[config.mk]
export PLATFORM = sky130hd
export DESIGN_NAME = mem_access_stage
export DESIGN_NICKNAME = d
export VERILOG_FILES = /design/src/rtl/mem_access_stage.sv
export SDC_FILE = /design/constraint.sdc
export NUM_CORES = 1
export LEC_CHECK = 0
export ABC_AREA = 1
export BUFFER_PORTS_ARGS = -buffer_cell sky130_fd_sc_hd__buf_2
export CORE_MARGIN = 8
export CORE_UTILIZATION = 48
export CTS_CLUSTER_SIZE = 30
export DETAILED_ROUTE_END_ITERATION = 10
export GPL_ROUTABILITY_DRIVEN = 0
export GPL_TIMING_DRIVEN = 0
export PLACE_DENSITY = 0.87
export SETUP_SLACK_MARGIN = 0.3
export SLEW_MARGIN = 20
export SYNTH_ARGS = -nofsm -noshare
export SYNTH_HDL_FRONTEND = slang
export SYNTH_SLANG_ARGS = --single-unit
[constraint.sdc]
create_clock -name clock -period 3.7 [get_ports clock]
set_input_delay 0.37 -clock clock [delete_from_list [all_inputs] [get_ports clock]]
set_output_delay 0.37 -clock clock [all_outputs]
set_load 0.005 [all_outputs]
[src/rtl/mem_access_stage.sv]
// MEM stage of the MIPS core: ALU result pass-through plus load/store execution on a
// request/ack data bus, with big-endian lane selection, load extension and misalignment flagging.
module mem_access_stage (
  input  logic        clock,
  input  logic        reset,
  input  logic [5:0]  stall,
  input  logic        ex_reg_write_enable,
  input  logic [4:0]  ex_reg_write_address,
  input  logic [31:0] ex_reg_write_data,
  input  logic [3:0]  mem_op,
  input  logic [31:0] mem_address,
  input  logic [31:0] mem_store_data,
  input  logic [31:0] dbus_read_data,
  input  logic        dbus_ack,
  output logic        dbus_request,
  output logic        dbus_write,
  output logic [31:0] dbus_address,
  output logic [3:0]  dbus_byte_select,
  output logic [31:0] dbus_write_data,
  output logic        mem_reg_write_enable,
  output logic [4:0]  mem_reg_write_address,
  output logic [31:0] mem_reg_write_data,
  output logic        stall_request,
  output logic        address_error
);

  localparam logic [3:0] OP_LB  = 4'd1;
  localparam logic [3:0] OP_LBU = 4'd2;
  localparam logic [3:0] OP_LH  = 4'd3;
  localparam logic [3:0] OP_LHU = 4'd4;
  localparam logic [3:0] OP_LW  = 4'd5;
  localparam logic [3:0] OP_SB  = 4'd6;
  localparam logic [3:0] OP_SH  = 4'd7;
  localparam logic [3:0] OP_SW  = 4'd8;

  typedef enum logic [1:0] {S_IDLE, S_WAIT, S_HOLD} state_t;

  state_t      state;
  logic [31:0] hold_data;

  logic        is_load;
  logic        is_store;
  logic        size_byte;
  logic        size_half;
  logic        sign_ext;
  logic        misaligned;
  logic        access_ok;
  logic        bus_active;
  logic [1:0]  off;
  logic [31:0] load_src;
  logic [7:0]  load_byte;
  logic [15:0] load_half;
  logic [31:0] load_value;
  logic        unused_stall_bits;

  function automatic logic [31:0] extend_byte(input logic [7:0] b, input logic sgn);
    logic signed [7:0]  sb;
    logic signed [31:0] sw;
    sb = b;
    sw = sb;
    return sgn ? sw : {24'd0, b};
  endfunction

  function automatic logic [31:0] extend_half(input logic [15:0] h, input logic sgn);
    logic signed [15:0] sh;
    logic signed [31:0] sw;
    sh = h;
    sw = sh;
    return sgn ? sw : {16'd0, h};
  endfunction

  assign off               = mem_address[1:0];
  assign unused_stall_bits = ^{stall[5], stall[3:0]};

  always_comb begin
    is_load   = 1'b0;
    is_store  = 1'b0;
    size_byte = 1'b0;
    size_half = 1'b0;
    case (mem_op)
      OP_LB, OP_LBU: begin is_load = 1'b1;  size_byte = 1'b1; end
      OP_LH, OP_LHU: begin is_load = 1'b1;  size_half = 1'b1; end
      OP_LW:         begin is_load = 1'b1; end
      OP_SB:         begin is_store = 1'b1; size_byte = 1'b1; end
      OP_SH:         begin is_store = 1'b1; size_half = 1'b1; end
      OP_SW:         begin is_store = 1'b1; end
      default: ;
    endcase
  end

  assign sign_ext   = (mem_op == OP_LB) || (mem_op == OP_LH);
  assign misaligned = (is_load | is_store) &
                      ((size_half & off[0]) | (~size_byte & ~size_half & (off != 2'b00)));
  assign access_ok  = (is_load | is_store) & ~misaligned;
  // In HOLD the access already completed; re-issuing would duplicate a store.
  assign bus_active = access_ok & (state != S_HOLD);

  always_comb begin
    load_src = (state == S_HOLD) ? hold_data : dbus_read_data;
    case (off)
      2'd0:    load_byte = load_src[31:24];
      2'd1:    load_byte = load_src[23:16];
      2'd2:    load_byte = load_src[15:8];
      default: load_byte = load_src[7:0];
    endcase
    load_half = off[1] ? load_src[15:0] : load_src[31:16];
    if (size_byte)
      load_value = extend_byte(load_byte, sign_ext);
    else if (size_half)
      load_value = extend_half(load_half, sign_ext);
    else
      load_value = load_src;
  end

  always_comb begin
    dbus_request          = 1'b0;
    dbus_write            = 1'b0;
    dbus_address          = 32'd0;
    dbus_byte_select      = 4'd0;
    dbus_write_data       = 32'd0;
    mem_reg_write_enable  = 1'b0;
    mem_reg_write_address = 5'd0;
    mem_reg_write_data    = 32'd0;
    stall_request         = 1'b0;
    address_error         = 1'b0;
    if (!reset) begin
      dbus_request  = bus_active;
      dbus_write    = bus_active & is_store;
      dbus_address  = {mem_address[31:2], 2'b00};
      if (bus_active) begin
        if (is_store && size_byte) begin
          dbus_byte_select = 4'b1000 >> off;
          dbus_write_data  = {4{mem_store_data[7:0]}};
        end else if (is_store && size_half) begin
          dbus_byte_select = off[1] ? 4'b0011 : 4'b1100;
          dbus_write_data  = {2{mem_store_data[15:0]}};
        end else begin
          dbus_byte_select = 4'b1111;
          dbus_write_data  = is_store ? mem_store_data : 32'd0;
        end
      end
      mem_reg_write_enable  = ex_reg_write_enable & ~misaligned;
      mem_reg_write_address = ex_reg_write_address;
      mem_reg_write_data    = is_load ? load_value : ex_reg_write_data;
      stall_request         = bus_active & ~dbus_ack;
      address_error         = misaligned;
    end
  end

  always_ff @(posedge clock or posedge reset) begin
    if (reset) begin
      state     <= S_IDLE;
      hold_data <= 32'd0;
    end else begin
      case (state)
        S_IDLE, S_WAIT: begin
          if (access_ok && dbus_ack) begin
            if (stall[4]) begin
              state     <= S_HOLD;
              hold_data <= dbus_read_data;
            end else begin
              state <= S_IDLE;
            end
          end else if (access_ok) begin
            state <= S_WAIT;
          end else begin
            state <= S_IDLE;
          end
        end
        S_HOLD:  if (!stall[4]) state <= S_IDLE;
        default: state <= S_IDLE;
      endcase
    end
  end

endmodule

==> run metrics, run 1 <==
Slew Viols, Final 0; Via density 5.10; DR iter-0 viols ~630; FFs w/ async S/R, synth 100%; Clk Latency, worst-skew pair about 300 ps; Initial DRT Pass Iterations 5; clock tree sinks 34; Netlist cell types 34; Main synth FF type dfrtp_1; CTS resizes 0; total gr overflow 0; Clock Power Share 19.3%; slew margin rel. about two thirds; WS Path Type flip-flop to output port; Post-Syn Instances about 750; Layout Nets about 1200; DR WL/cell ~15 um; f_max 0.369 GHz; Worst path slowest cell dfrtp_1; Setup Buffers After CTS 0; total leakage power 3.44 nW; Max Cap Viol 0; Post-synth EDFFs 0; area of the mapped netlist ~4200 um^2; Hold Path Class input pin to flip-flop; post-route setup TNS 0 ps; routed wire length between 15000 and 20000 um; CP Cell Sequence inv_2 -> nand2_1 -> buf_2 -> buf_2 -> o21ai_0 -> nor2_1 -> nor2_1 -> nand3_1 -> nand2_1 -> a21oi_1 -> buf_2; Yosys reg bits 34; sequential share of the synthesized area about a fifth; number of routed nets with antenna violations 0; Switch Pwr roughly 0.65 mW; cell area power density roughly 280 nW/um^2; H-tree levels 2; Sw Ratio 41.4%; vias in the first global route ~5200; Critical Path AT ~2300 ps; Initial Util ~50%; Seq pwr share about a third; global-route wire length before repair ~26000 um; number of port buffers 248; CP max FO 10; crit-path most repeated cell buf_2; io pins approximately 260; DP Wirelength approximately 14000 um; Final period util roughly 73%; critical path data required time 3330 ps; Cell Int Power ~0.9 mW; clock-pin slew on the worst setup and hold paths ~70 ps; Die ar. 12000 um^2; worst IR drop on VDD roughly 260 uV; CTS tree done; number of remaining DRC errors 0; clk buf depth 2; slew of the pin with the lowest slew margin a little under 500 ps; die span in x between 100 and 150 um; Comb pwr share ~46%; warning count from the yosys run 0; Util after Layout about 66%; Rows 34; Period minus WS final approximately 2700 ps; synthesized area per cell 5.56 um^2; share of cells above drive strength 1 between 30% and 40%; Via Count around 5700; pin count of the biggest net entering global routing 33; final hold viol count 0; Die Ht around 110 um; Area Overhead vs Synth 35.8%; Core Region around 8600 um^2; status finished clean; type of origin of the critical path flip-flop; max incr delay on CP 420 ps; initial antenna violation count 0; setup violators final 0; CP endpoint kind output port; CTS root buffer clkbuf_8; Inserted Clock Buffers 5; Total GRT Usage a little over a quarter; # hold bufs at CTS 0; RSZ-0062 raised after global routing no; clk_skew about 4.7 ps
==> logic make-up (layout without fill, tap and decap cells) <==
logic type | Yosys count | count (layout) | synth area share (%)
and+or+nand+nor | 408 | 408 | 42.6
buffers and inverters | 167 | 424 | 17.2
AOI/OAI and AO/OA | 144 | 144 | 19.8
DFF | 34 | 34 | 20.3
other | 1 | 3 | 0.0894
==> power groups by stage <==
| stage | clock network, mW | registers (mW) | logic [mW] |
|---|---|---|---|
| floorplan | 0 | 0.523 | 0.460 |
| global placement | 0 | 0.534 | 0.695 |
| detailed placement | 0 | 0.539 | 0.714 |
| CTS | 0.297 | 0.533 | 0.719 |
| global route | 0.318 | 0.546 | 0.813 |
| finish | 0.301 | 0.537 | 0.727 |
==> cells in the mapped netlist, types with 4 or more instances <==
master     instances  share of area, %
buf_4              7               1.3
nand3_1           63               7.5
nor2_1           103               9.2
and2_1             7               1.0
inv_1            113                10
buf_6              7               1.9
nor3_1            16               1.9
nand2_1          195                17
a21oi_1           45               5.4
o21ai_1           13               1.6
clkbuf_1          17               1.5
o2111ai_1          4              0.84
o21ai_2           21               4.4
buf_2             10               1.2
nor2_2             6              0.90
dfrtp_1           34                20
inv_2              9              0.81
o21ai_0           56               6.7
==> placed cells by master (no fill, tap or decap), drive strengths merged <==
master      n
diode       1
inv       123
nor2      113
o221ai      3
a21oi      45
buf       276
nor3       17
and2        7
conb        2
o22ai       1
clkinvlp    1
o21ai      90
o211ai      1
nand3      66
nand4       1
dfrtp      34
clkinv      1
and3        1
clkbuf     23
nand3b      1
o2111ai     4
nand2     202
==> critical path: cells and delay by family, from the launching register on <==
kind | cells | cell delay, ps
flops | 1 | 420
simple gates | 5 | 510
buf+inv | 4 | 640
compound gates | 2 | 480
==> area by class of cell <==
cell class              count  area, um^2
plain buffers              44         258
clock buffers               6        82.6
fillers                   854        2900
diodes                      1        2.50
well taps                 108         135
repair buffers            249        1260
clock inverters             2        12.5
flip-flops and latches     34         851
multi-input cells         554        2630
inverters                 123         464
==> metal layers <==
| layer | track usage [%] | share of wire, % | wire (um) |
|---|---|---|---|
| met1 | 35.8 | 41 | 7020 |
| met2 | 42.3 | 46 | 7870 |
| met3 | 5.80 | 11 | 1980 |
| met4 | 7.91 | 1.9 | 333 |
| met5 | 0 | 0 | 0 |
==> metrics by stage <==
step	total power, mW	cells	setup WS (ps)	hold slack [ps]	instance area, um^2
CTS	1.55	1120	1020	251	5690
floorplan	0.984	755	1280	436	4200
finish	1.57	1121	992	248	5690
global route	1.68	1120	831	260	5690
detailed placement	1.25	1112	1230	467	5590
global placement	1.23	1111	304	461	5570
==> path summary, 6_finish.rpt <==
kind                         startpoint                     to  slack, ps  depth (start not counted)
setup / recovery               state[0]  mem_reg_write_data[0]        990                         11
hold / removal                 dbus_ack               state[0]        250                          2
setup reg to reg               state[1]          hold_data[12]       2310                          7
hold reg to reg            hold_data[1]           hold_data[1]        480                          2
max in group asynchronous         reset          hold_data[14]       2880                          4
min in group asynchronous         reset          hold_data[19]        320                          3
==> state kept, by name, summed over array words and instances, names as in the netlist <==
signal     flops
state          2
hold_data     32
No activity file was read; power rests on OpenSTA's default activity.
==> run 2, diff against run 1 <==
--- a/config.mk
+++ b/config.mk
@@ -5,15 +5,15 @@
 export SDC_FILE = /design/constraint.sdc
 export NUM_CORES = 1
 export LEC_CHECK = 0
-export ABC_AREA = 1
+export ABC_AREA = 0
 export BUFFER_PORTS_ARGS = -buffer_cell sky130_fd_sc_hd__buf_2
 export CORE_MARGIN = 8
-export CORE_UTILIZATION = 48
+export CORE_UTILIZATION = 40
 export CTS_CLUSTER_SIZE = 30
 export DETAILED_ROUTE_END_ITERATION = 10
 export GPL_ROUTABILITY_DRIVEN = 0
 export GPL_TIMING_DRIVEN = 0
-export PLACE_DENSITY = 0.87
+export PLACE_DENSITY = 0.78
 export SETUP_SLACK_MARGIN = 0.3
 export SLEW_MARGIN = 20
 export SYNTH_ARGS = -nofsm -noshare
==> constraint.sdc (replaced) <==
create_clock -name clock -period 2.2 [get_ports clock]
set_input_delay 0.22 -clock clock [delete_from_list [all_inputs] [get_ports clock]]
set_output_delay 0.22 -clock clock [all_outputs]
set_load 0.005 [all_outputs]
==> run metrics, run 2 <==
DP Wirelength about 15000 um; Via density a little over 6; Core Region about 9700 um^2; H-tree levels 2; Die Ht between 100 and 150 um; layout filler cell count 791; synthesized area per cell ~8 um^2; routed wire length 20500 um; Initial Util between 40% and 50%; max incr delay on CP about 400 ps; crit-path most repeated cell buf_6; number of remaining DRC errors 0; CTS tree done; CP max FO 7; antenna cells 0; CP Cell Sequence nor2b_4 -> buf_6 -> buf_6 -> o211ai_1 -> a41oi_4 -> nor4b_4 -> buf_4 -> buf_6 -> a22o_1 -> buf_2; Final period util 119%; Worst path slowest cell dfrtp_2; FFs w/ async S/R, synth 100%; Slew Viols, Final 0; post-route setup TNS -15490 ps; Critical Path AT roughly 2400 ps; clock tree sinks 34; clk_skew 12.6 ps; total leakage power ~3.3 nW; WS Path Type flip-flop to output port; DR WL/cell 22.1 um; share of cells above drive strength 1 ~52%; initial antenna violation count 0; top cell type by total area after synthesis dfrtp_1; clk buf depth 2; pin count of the biggest net entering global routing 43; multi-input combinational cell area 3160 um^2; failing checks negative setup slack; CP endpoint kind output port; largest registers hold_data x32, state x2; RSZ-0062 raised after global routing yes; Post-Syn Instances between 500 and 600; Layout Nets between 900 and 1000; storage element area ~850 um^2; Via Count about 5700; Cell Int Power 1.79 mW; share of the synthesized area in the top cell type a little over a fifth; most common cell after layout, fill and taps aside buf_2; status finished with violations; Sw Ratio between 30% and 40%; Rows 36; CTS root buffer clkbuf_8; number of port buffers between 200 and 250; DR iter-0 viols between 600 and 700; Die ar. 13400 um^2; final hold viol count 0; critical path data required time about 2000 ps; sequential share of the synthesized area a little over a fifth; number of routed nets with antenna violations 0; die span in x between 100 and 150 um; total gr overflow 0; Total GRT Usage 26.7%; vias in the first global route around 5500; worst IR drop on VDD 382 uV; cell area power density between 400 and 500 nW/um^2; Netlist cell types a little under 60; most frequent cells after synthesis nand2_1 (80), nor2b_1 (39), mux2i_1 (36), nor2_1 (36), dfrtp_1 (34); Hold Path Class input pin to flip-flop; Period minus WS final ~2600 ps; area of the mapped netlist around 4000 um^2; f_max 0.383 GHz; Switch Pwr approximately 1.1 mW; cells taking the most area after synthesis dfrtp_1 (21%), mux2i_1 (9.1%), mux2_1 (8.2%); Clk Latency, worst-skew pair 310 ps; io pins approximately 260; slew of the pin with the lowest slew margin approximately 760 ps; Clock Power Share between 15 and 20%; type of origin of the critical path flip-flop; Yosys reg bits 34; Largest Register hold_data; Area Overhead vs Synth 60.6%; Final WS setup -410 ps; slew margin rel. roughly half; DP Worst Slack -513 ps; Inserted Clock Buffers 5; Main synth FF type dfrtp_1; Seq pwr share roughly 34%; Initial DRT Pass Iterations 6; max FFs per register 32; clock-pin slew on the worst setup and hold paths around 70 ps; setup violators final just over 60; warning count from the yosys run 0; most frequent cells in the layout buf_2 (253), nand2_1 (80), nor2b_1 (39); count leader, synth nand2_1; Max Cap Viol 0; Comb pwr share about half; Post-synth EDFFs 0; global-route wire length before repair ~28000 um
-- run 2: cell types whose count changed in the layout (fill, tap and decap cells not counted), sizes merged, moves of 24 or more --
cell	before	now
inv	123	17
nand3	66	15
nand2	202	80
mux2	0	32
a21oi	45	21
mux2i	0	36
nor2b	0	40
nor2	113	36
o21ai	90	17
-- run 2: cell type report --
type / count / share of cell area (%)
Tap cell: 133 / 2.60
Clock buffer: 6 / 1.29
Clock inverter: 2 / 0.196
Timing Repair Buffer: 277 / 25.6
Multi-Input combinational cell: 407 / 49.4
Sequential cell: 34 / 13.4
Inverter: 18 / 1.25
Buffer: 49 / 6.33
-- run 2: power by group through the flow --
stage | Clock [mW] | Sequential (mW) | Combinational (mW)
after floorplan | 0 | 0.909 | 0.619
after global placement | 0 | 0.942 | 0.994
after detailed placement | 0 | 0.954 | 1.03
after CTS | 0.504 | 0.946 | 1.14
after global routing | 0.528 | 0.996 | 1.47
final | 0.518 | 0.977 | 1.39
-- run 2: logic make-up (layout without fill, tap and decap cells) --
logic type,Yosys count,in the layout,synth area share (%)
AND/OR/NAND/NOR,198,198,25.2
AO/OA/AOI/OAI,135,136,26.6
multiplexers,69,69,18.7
buffers and inverters,67,352,7.61
flip-flops,34,34,21.4
XOR/XNOR,2,2,0.440
other,1,2,0.0943
-- run 2: final timing paths --
kind	from	slack (ps)	endpoint	cells after the start
worst max-delay path	state[1]	-410	mem_reg_write_data[26]	10
worst min-delay path	dbus_ack	150	state[0]	2
worst max register to register	state[1]	590	hold_data[21]	6
worst min register to register	hold_data[31]	550	hold_data[31]	1
max in group asynchronous	reset	1680	hold_data[7]	3
min in group asynchronous	reset	300	hold_data[26]	3
-- run 2: routing by layer --
metal  up-vias  GRT usage [%]  share of wire (%)
met5         -              0                  0
met4         0           12.9                5.2
met3       111           7.61                 13
met2       506           45.6                 47
met1      2634           30.0                 35
li1       2409              -                  -
-- run 2: worst max-delay path: cells and delay by family, from the launching register on --
family	cells	cell delay [ps]
flops	1	400
buf+inv	5	700
simple gates	2	370
compound gates	3	630
-- run 2: repair_timing --
| item | CTS | global route |
|---|---|---|
| setup buffers | 12 | 8 |
| setup endpoints to repair | 111 | 102 |
| pin swaps | 23 | 22 |
| gates cloned | 4 | 7 |
| resized for setup | 93 | 81 |
| hold buffers | 0 | 0 |
-- run 2: per-stage QoR --
stage          util [%]  area [um^2]  hold slack, ps  cells  power, mW
4_1_cts            60.6         5900             165    911       2.59
6_report           65.7         6390             153    926       2.88
2_1_floorplan         -         3980             291    507       1.53
5_1_grt            65.7         6390             164    926       3.00
3_5_place_dp       55.3         5390             462    887       1.98
3_3_place_gp       55.3         5390             451    887       1.94
